`src/rtl/result_collector_if.sv`:
```
// rtl/result_collector_if.sv - result capture inputs and drain stream between processor, collector and consumer
//
// Signals:
//   res_data / res_flags / res_ready : processor result, flags and data_ready level
//   out_data / out_valid / out_ready : drain stream carrying {flags, data} words
// Modports:
//   master : processor/consumer side (drives results and out_ready)
//   slave  : collector side (drives out_data/out_valid)
interface result_collector_if #(
  parameter int DATA_W = 16,
  parameter int FLAG_W = 4
);
  logic [DATA_W-1:0]        res_data;
  logic [FLAG_W-1:0]        res_flags;
  logic                     res_ready;
  logic [FLAG_W+DATA_W-1:0] out_data;
  logic                     out_valid;
  logic                     out_ready;

  modport master (
    output res_data, res_flags, res_ready, out_ready,
    input  out_data, out_valid
  );

  modport slave (
    input  res_data, res_flags, res_ready, out_ready,
    output out_data, out_valid
  );
endinterface

```
`src/rtl/result_collector.sv`:
```
// rtl/result_collector.sv - captures processor results on data_ready rising edge into a FWFT FIFO with statistics
//
// Ports:
//   clk, rst_n    : clock and synchronous active-low reset
//   bus (slave)   : res_* capture inputs, out_* drain stream
//   fifo_count    : entries held, 0..DEPTH
//   full          : fifo_count == DEPTH
//   drop_sticky   : a result was lost to a full FIFO since last clear/reset
//   clear_stats   : zero counters and drop_sticky (FIFO untouched)
//   result_cnt / ovf_cnt / zero_cnt / drop_cnt : saturating statistics
module result_collector #(
  parameter int DEPTH  = 8,
  parameter int DATA_W = 16,
  parameter int FLAG_W = 4,
  parameter int CNT_W  = 16
) (
  input  logic                   clk,
  input  logic                   rst_n,
  result_collector_if.slave      bus,
  output logic [$clog2(DEPTH):0] fifo_count,
  output logic                   full,
  output logic                   drop_sticky,
  input  logic                   clear_stats,
  output logic [CNT_W-1:0]       result_cnt,
  output logic [CNT_W-1:0]       ovf_cnt,
  output logic [CNT_W-1:0]       zero_cnt,
  output logic [CNT_W-1:0]       drop_cnt
);

  localparam int PTR_W = $clog2(DEPTH);
  localparam int ENT_W = FLAG_W + DATA_W;

  logic [ENT_W-1:0] mem_q [DEPTH];
  logic [PTR_W-1:0] wr_ptr_q, wr_ptr_d;
  logic [PTR_W-1:0] rd_ptr_q, rd_ptr_d;
  logic [PTR_W:0]   count_q, count_d;
  logic             res_ready_q;
  logic             sticky_q, sticky_d;
  logic [CNT_W-1:0] result_cnt_q, result_cnt_d;
  logic [CNT_W-1:0] ovf_cnt_q, ovf_cnt_d;
  logic [CNT_W-1:0] zero_cnt_q, zero_cnt_d;
  logic [CNT_W-1:0] drop_cnt_q, drop_cnt_d;

  logic cap, pop, wr_en, drop;

  // Clear takes effect before the event of the same cycle is counted.
  function automatic logic [CNT_W-1:0] sat_inc(input logic [CNT_W-1:0] v,
                                              input logic clr, input logic ev);
    logic [CNT_W-1:0] base;
    base = clr ? '0 : v;
    if (ev && (base != '1)) base = base + CNT_W'(1);
    return base;
  endfunction

  // data_ready is a level held through COMPLETE; only its rising edge is a result.
  assign cap   = bus.res_ready & ~res_ready_q;
  assign pop   = bus.out_valid & bus.out_ready;
  assign full  = (count_q == (PTR_W+1)'(DEPTH));
  // A full FIFO still accepts a capture when the head leaves in the same cycle.
  assign wr_en = cap & (~full | pop);
  assign drop  = cap & full & ~pop;

  assign bus.out_valid = (count_q != '0);
  assign bus.out_data  = bus.out_valid ? mem_q[rd_ptr_q] : '0;
  assign fifo_count    = count_q;
  assign drop_sticky   = sticky_q;
  assign result_cnt    = result_cnt_q;
  assign ovf_cnt       = ovf_cnt_q;
  assign zero_cnt      = zero_cnt_q;
  assign drop_cnt      = drop_cnt_q;

  always_comb begin
    wr_ptr_d = wr_ptr_q;
    rd_ptr_d = rd_ptr_q;
    count_d  = count_q;
    if (wr_en) wr_ptr_d = wr_ptr_q + PTR_W'(1);
    if (pop)   rd_ptr_d = rd_ptr_q + PTR_W'(1);
    case ({wr_en, pop})
      2'b10:   count_d = count_q + (PTR_W+1)'(1);
      2'b01:   count_d = count_q - (PTR_W+1)'(1);
      default: count_d = count_q;
    endcase

    sticky_d     = (clear_stats ? 1'b0 : sticky_q) | drop;
    result_cnt_d = sat_inc(result_cnt_q, clear_stats, wr_en);
    ovf_cnt_d    = sat_inc(ovf_cnt_q, clear_stats, wr_en & bus.res_flags[3]);
    zero_cnt_d   = sat_inc(zero_cnt_q, clear_stats, wr_en & bus.res_flags[2]);
    drop_cnt_d   = sat_inc(drop_cnt_q, clear_stats, drop);
  end

  always_ff @(posedge clk) begin
    if (!rst_n) begin
      wr_ptr_q     <= '0;
      rd_ptr_q     <= '0;
      count_q      <= '0;
      // Treat data_ready as already high so a result pending at release is ignored.
      res_ready_q  <= 1'b1;
      sticky_q     <= 1'b0;
      result_cnt_q <= '0;
      ovf_cnt_q    <= '0;
      zero_cnt_q   <= '0;
      drop_cnt_q   <= '0;
    end else begin
      wr_ptr_q     <= wr_ptr_d;
      rd_ptr_q     <= rd_ptr_d;
      count_q      <= count_d;
      res_ready_q  <= bus.res_ready;
      sticky_q     <= sticky_d;
      result_cnt_q <= result_cnt_d;
      ovf_cnt_q    <= ovf_cnt_d;
      zero_cnt_q   <= zero_cnt_d;
      drop_cnt_q   <= drop_cnt_d;
    end
  end

  // Storage needs no reset: out_data is masked to zero whenever the FIFO is empty.
  always_ff @(posedge clk) begin
    if (rst_n && wr_en) mem_q[wr_ptr_q] <= {bus.res_flags, bus.res_data};
  end

endmodule

```
`src/flat_wrapper.sv`:
```
// flat-port wrapper written by rule: the top's interface ports become plain ports
module result_collector_flat 
#(
  parameter int DEPTH  = 8,
  parameter int DATA_W = 16,
  parameter int FLAG_W = 4,
  parameter int CNT_W  = 16
)
  (clk, rst_n, fifo_count, full, drop_sticky, clear_stats, result_cnt, ovf_cnt, zero_cnt, drop_cnt, bus_res_data, bus_res_flags, bus_res_ready, bus_out_ready, bus_out_data, bus_out_valid);
  result_collector_if #(.DATA_W(DATA_W), .FLAG_W(FLAG_W)) bus_i ();
  input  logic clk;
  input  logic rst_n;
  output logic [$clog2(DEPTH):0] fifo_count;
  output logic full;
  output logic drop_sticky;
  input  logic clear_stats;
  output logic [CNT_W-1:0] result_cnt;
  output logic [CNT_W-1:0] ovf_cnt;
  output logic [CNT_W-1:0] zero_cnt;
  output logic [CNT_W-1:0] drop_cnt;
  input wire logic [$bits(bus_i.res_data)-1:0] bus_res_data;
  input wire logic [$bits(bus_i.res_flags)-1:0] bus_res_flags;
  input wire logic [$bits(bus_i.res_ready)-1:0] bus_res_ready;
  input wire logic [$bits(bus_i.out_ready)-1:0] bus_out_ready;
  output wire logic [$bits(bus_i.out_data)-1:0] bus_out_data;
  output wire logic [$bits(bus_i.out_valid)-1:0] bus_out_valid;
  assign bus_i.res_data = bus_res_data;
  assign bus_i.res_flags = bus_res_flags;
  assign bus_i.res_ready = bus_res_ready;
  assign bus_i.out_ready = bus_out_ready;
  assign bus_out_data = bus_i.out_data;
  assign bus_out_valid = bus_i.out_valid;
  result_collector #(.DEPTH(DEPTH), .DATA_W(DATA_W), .FLAG_W(FLAG_W), .CNT_W(CNT_W)) u_core (.clk(clk), .rst_n(rst_n), .bus(bus_i), .fifo_count(fifo_count), .full(full), .drop_sticky(drop_sticky), .clear_stats(clear_stats), .result_cnt(result_cnt), .ovf_cnt(ovf_cnt), .zero_cnt(zero_cnt), .drop_cnt(drop_cnt));
endmodule
```
`config.mk`:
```
export PLATFORM = sky130hd
export DESIGN_NAME = result_collector_flat
export DESIGN_NICKNAME = d
export VERILOG_FILES = /design/src/rtl/result_collector_if.sv /design/src/rtl/result_collector.sv /design/src/flat_wrapper.sv
export SDC_FILE = /design/constraint.sdc
export NUM_CORES = 1
export LEC_CHECK = 0
export ABC_AREA = 0
export BUFFER_PORTS_ARGS = -buffer_cell sky130_fd_sc_hd__buf_2
export CORE_MARGIN = 4
export CORE_UTILIZATION = 50
export CTS_BUF_LIST = sky130_fd_sc_hd__clkbuf_4
export CTS_CLUSTER_SIZE = 14
export DETAILED_ROUTE_END_ITERATION = 6
export HOLD_SLACK_MARGIN = 0.1
export PLACE_DENSITY = 0.81
export SYNTH_ARGS = -nofsm -noshare
export SYNTH_HDL_FRONTEND = slang
export SYNTH_SLANG_ARGS = --single-unit
```
`constraint.sdc`:
```
create_clock -name clk -period 4.66 [get_ports clk]
set_input_delay 0.932 -clock clk [delete_from_list [all_inputs] [get_ports clk]]
set_output_delay 0.932 -clock clk [all_outputs]
set_load 0.02 [all_outputs]
```
==> flow_summary.yaml <==
outcome:
  status: "completed"
synth:
  syn_nets: 782
  syn_avg_cell_area_um2: 13.7
  synthCells: 750
  ys_types: 57
  synthArstFlopShare_pct: 0
  synthFlopType: "edfxtp_1"
  yosysWarnings: 0
  synth_edf_count: 160
  ys_seq_area_share_pct: 62.1
  syn_area_um2: 10300
  ys_ff_latch: 239
floorplanning:
  coreArea_um2: 20200
  die_area_um2: 22900
  die_h_um: 151
  ios: 116
  initial_utilization_pct: 50.8
  num_rows: 52
  die-width_um: 151
hold_path:
  worstHoldPathType: "in2reg"
  min-delay-start: "bus_res_ready"
  min_path_cells: 2
layout:
  drive_above_1_share_pct: 29.8
  fin_nets: 936
  area_growth_pct: 16.0
  mostFrequentLayoutCells: "edfxtp_1, buf_2, clkbuf_4"
  final_common_cell: "edfxtp_1"
setup_path:
  cp.arrival_ps: 2820
  endpoint_kind: "output port"
  r2r-start: "u_core.fifo_count[1]"
  crit_fanout: 21
  start_kind: "flop"
  worst_ep_required_time_ps: 3730
  critical_path_class: "reg2out"
  rr_worst_depth: 5
sta:
  holdWs_ps: 483
  final.setup.tns_ps: 0
  final.min_clock_period_ps: 3750
  max_slew_margin_pct: 25.5
  finalSetupViolCount: 0
  fin_crit_sh_pct: 80.5
  skew_ps: 53.0
  max_freq_ghz: 0.267
  grt_setup_unrepaired: "no"
  worst_slew_pin_slew_ps: 1100
  report.final.slew_viol_count: 0
  hold_viol_final: 0
grt:
  grt_usage_pct: 20.5
  grt_max_degree: 54
  grt_pass1_wl_mm: 36.4
  antenna_found_initial: 1
  first_global_vias: 6745
  overflow: 0
power_and_ir_drop:
  leakagePower_nw: 4.19
  ir_worst_vdd_mv: 0.213
  pwr_density_cell_nw_per_um2: 422
placement:
  gp_congestion: 0.900
  hpwlAfterDp_mm: 15.1
  port_buffers: 115
routing:
  drc: 0
  ant_nets: 0
  detail_route.vias_per_cell: 5.62
  routed_wl_mm: 23.1
  vias: 6813
  post_drt_wl_per_cell_um: 19.0
  drt_iter0_markers: 483
  firstDrtPassIters: 5
cts:
  cts_buffers: 59
  cts_root_buffer: "clkbuf_4"
  cts_setup_buffers: 0
  clock_latency_ps: 700
  htree_levels: 2
  clk_pin_slew_ps: 60
  clock_sinks: 239
  cts_tree: "yes"
  max-clock-path-buffers: 3
  hold_buffers: 0
  cts_resized: 0
job:
  drv_cap: 0
-- synthesized netlist by cell type (all sizes together), types with 2 or more instances --
library cell | n | area, um2
edfxtp | 160 | 4800
dfxtp | 79 | 1580
nor2 | 50 | 188
mux4 | 40 | 901
nand2 | 40 | 150
clkbuf | 34 | 128
nor2b | 30 | 188
mux2i | 28 | 280
xnor2 | 28 | 245
nand3 | 24 | 120
o21ai | 22 | 114
and2 | 20 | 125
xor2 | 15 | 131
a21oi | 13 | 65.1
inv | 13 | 48.8
o211ai | 13 | 103
nor4 | 11 | 90.1
or3 | 10 | 62.6
and3 | 9 | 57.6
buf | 8 | 55.1
nand4b | 8 | 70.1
nor3 | 8 | 40.0
o2111ai | 8 | 70.1
ha | 7 | 87.6
nand4 | 7 | 43.8
o31ai | 7 | 52.6
or4 | 7 | 52.6
a2111oi | 6 | 53.8
and4 | 6 | 52.6
a211oi | 5 | 37.5
and4b | 5 | 50.1
a21boi | 4 | 30.0
a31oi | 3 | 18.8
nand2b | 3 | 18.8
nand3b | 3 | 22.5
o21a | 3 | 22.5
and3b | 2 | 17.5
nor4bb | 2 | 20.0
-- registers in the layout, summed over array words and instances (netlist names), named ones only --
name and cells:
u_core.res_ready_q 1, u_core.drop_sticky 1, u_core.drop_cnt 16, u_core.mem_q 160, u_core.rd_ptr_q 3, u_core.result_cnt 16, u_core.fifo_count 4, u_core.wr_ptr_q 3
u_core.ovf_cnt 16, u_core.zero_cnt 16
-- kinds of logic (layout without fill, tap and decap cells) --
kind of cell,after synthesis,after routing,share of synthesized area [%]
xor+xnor,43,43,3.66
other cells,0,1,0
simple gates,250,250,13.8
fa+ha+maj,7,7,0.852
buf+inv,55,247,2.25
flops,239,239,62.1
mux,68,68,11.5
compound gates,88,88,5.84
-- report_power, final --
| group | switching [mW] | leakage [nW] | internal [mW] |
|---|---|---|---|
| clock network | 0.808 | 0.416 | 0.819 |
| logic | 0.558 | 1.70 | 0.454 |
| registers | 0.104 | 2.08 | 2.29 |
| total | 1.47 | 4.19 | 3.56 |
-- critical path, cell delays in order (launching register included) --
cell     delay [ps]
dfxtp_2         860
buf_12          290
mux4_2          540
mux2i_1         230
nor2_1           60
buf_2           160
-- stage by stage --
stage / setup WS, ps / power, mW / cells / util (%) / area (um2)
6_report: 910 / 5.03 / 1213 / 58.9 / 11900
5_1_grt: 654 / 5.30 / 1213 / 58.9 / 11900
4_1_cts: 790 / 5.11 / 1212 / 58.9 / 11900
3_5_place_dp: 1200 / 3.48 / 1113 / 55.4 / 11200
3_3_place_gp: 1290 / 3.45 / 1113 / 55.4 / 11200
2_1_floorplan: 550 / 3.13 / 750 / - / 10300
-- area by class of cell --
type / instances / area [um2]
Inverter: 13 / 48.8
Sequential cell: 239 / 6390
Antenna cell: 1 / 2.50
Fill cell: 1575 / 8310
Tap cell: 270 / 338
Clock buffer: 83 / 623
Clock inverter: 16 / 82.6
Timing Repair Buffer: 135 / 738
Multi-Input combinational cell: 456 / 3710
-- path summary, 6_finish.rpt --
check	to	slack, ps
setup reg to reg	u_core.mem_q[7][13]	2010
hold reg to reg	u_core.ovf_cnt[13]	490
hold / removal	u_core.res_ready_q	480
setup / recovery	bus_out_data[17]	910
-- metal layers --
| metal | GRT usage [%] | vias to the layer above | routed length, um |
|---|---|---|---|
| li1 | - | 3211 | - |
| met3 | 4.97 | 27 | 1630 |
| met4 | 6.39 | 0 | 294 |
| met2 | 34.0 | 245 | 11600 |
| met1 | 26.7 | 3330 | 9530 |
| met5 | 0 | - | 0 |
Note: power is estimated with default switching activity, not from simulation.
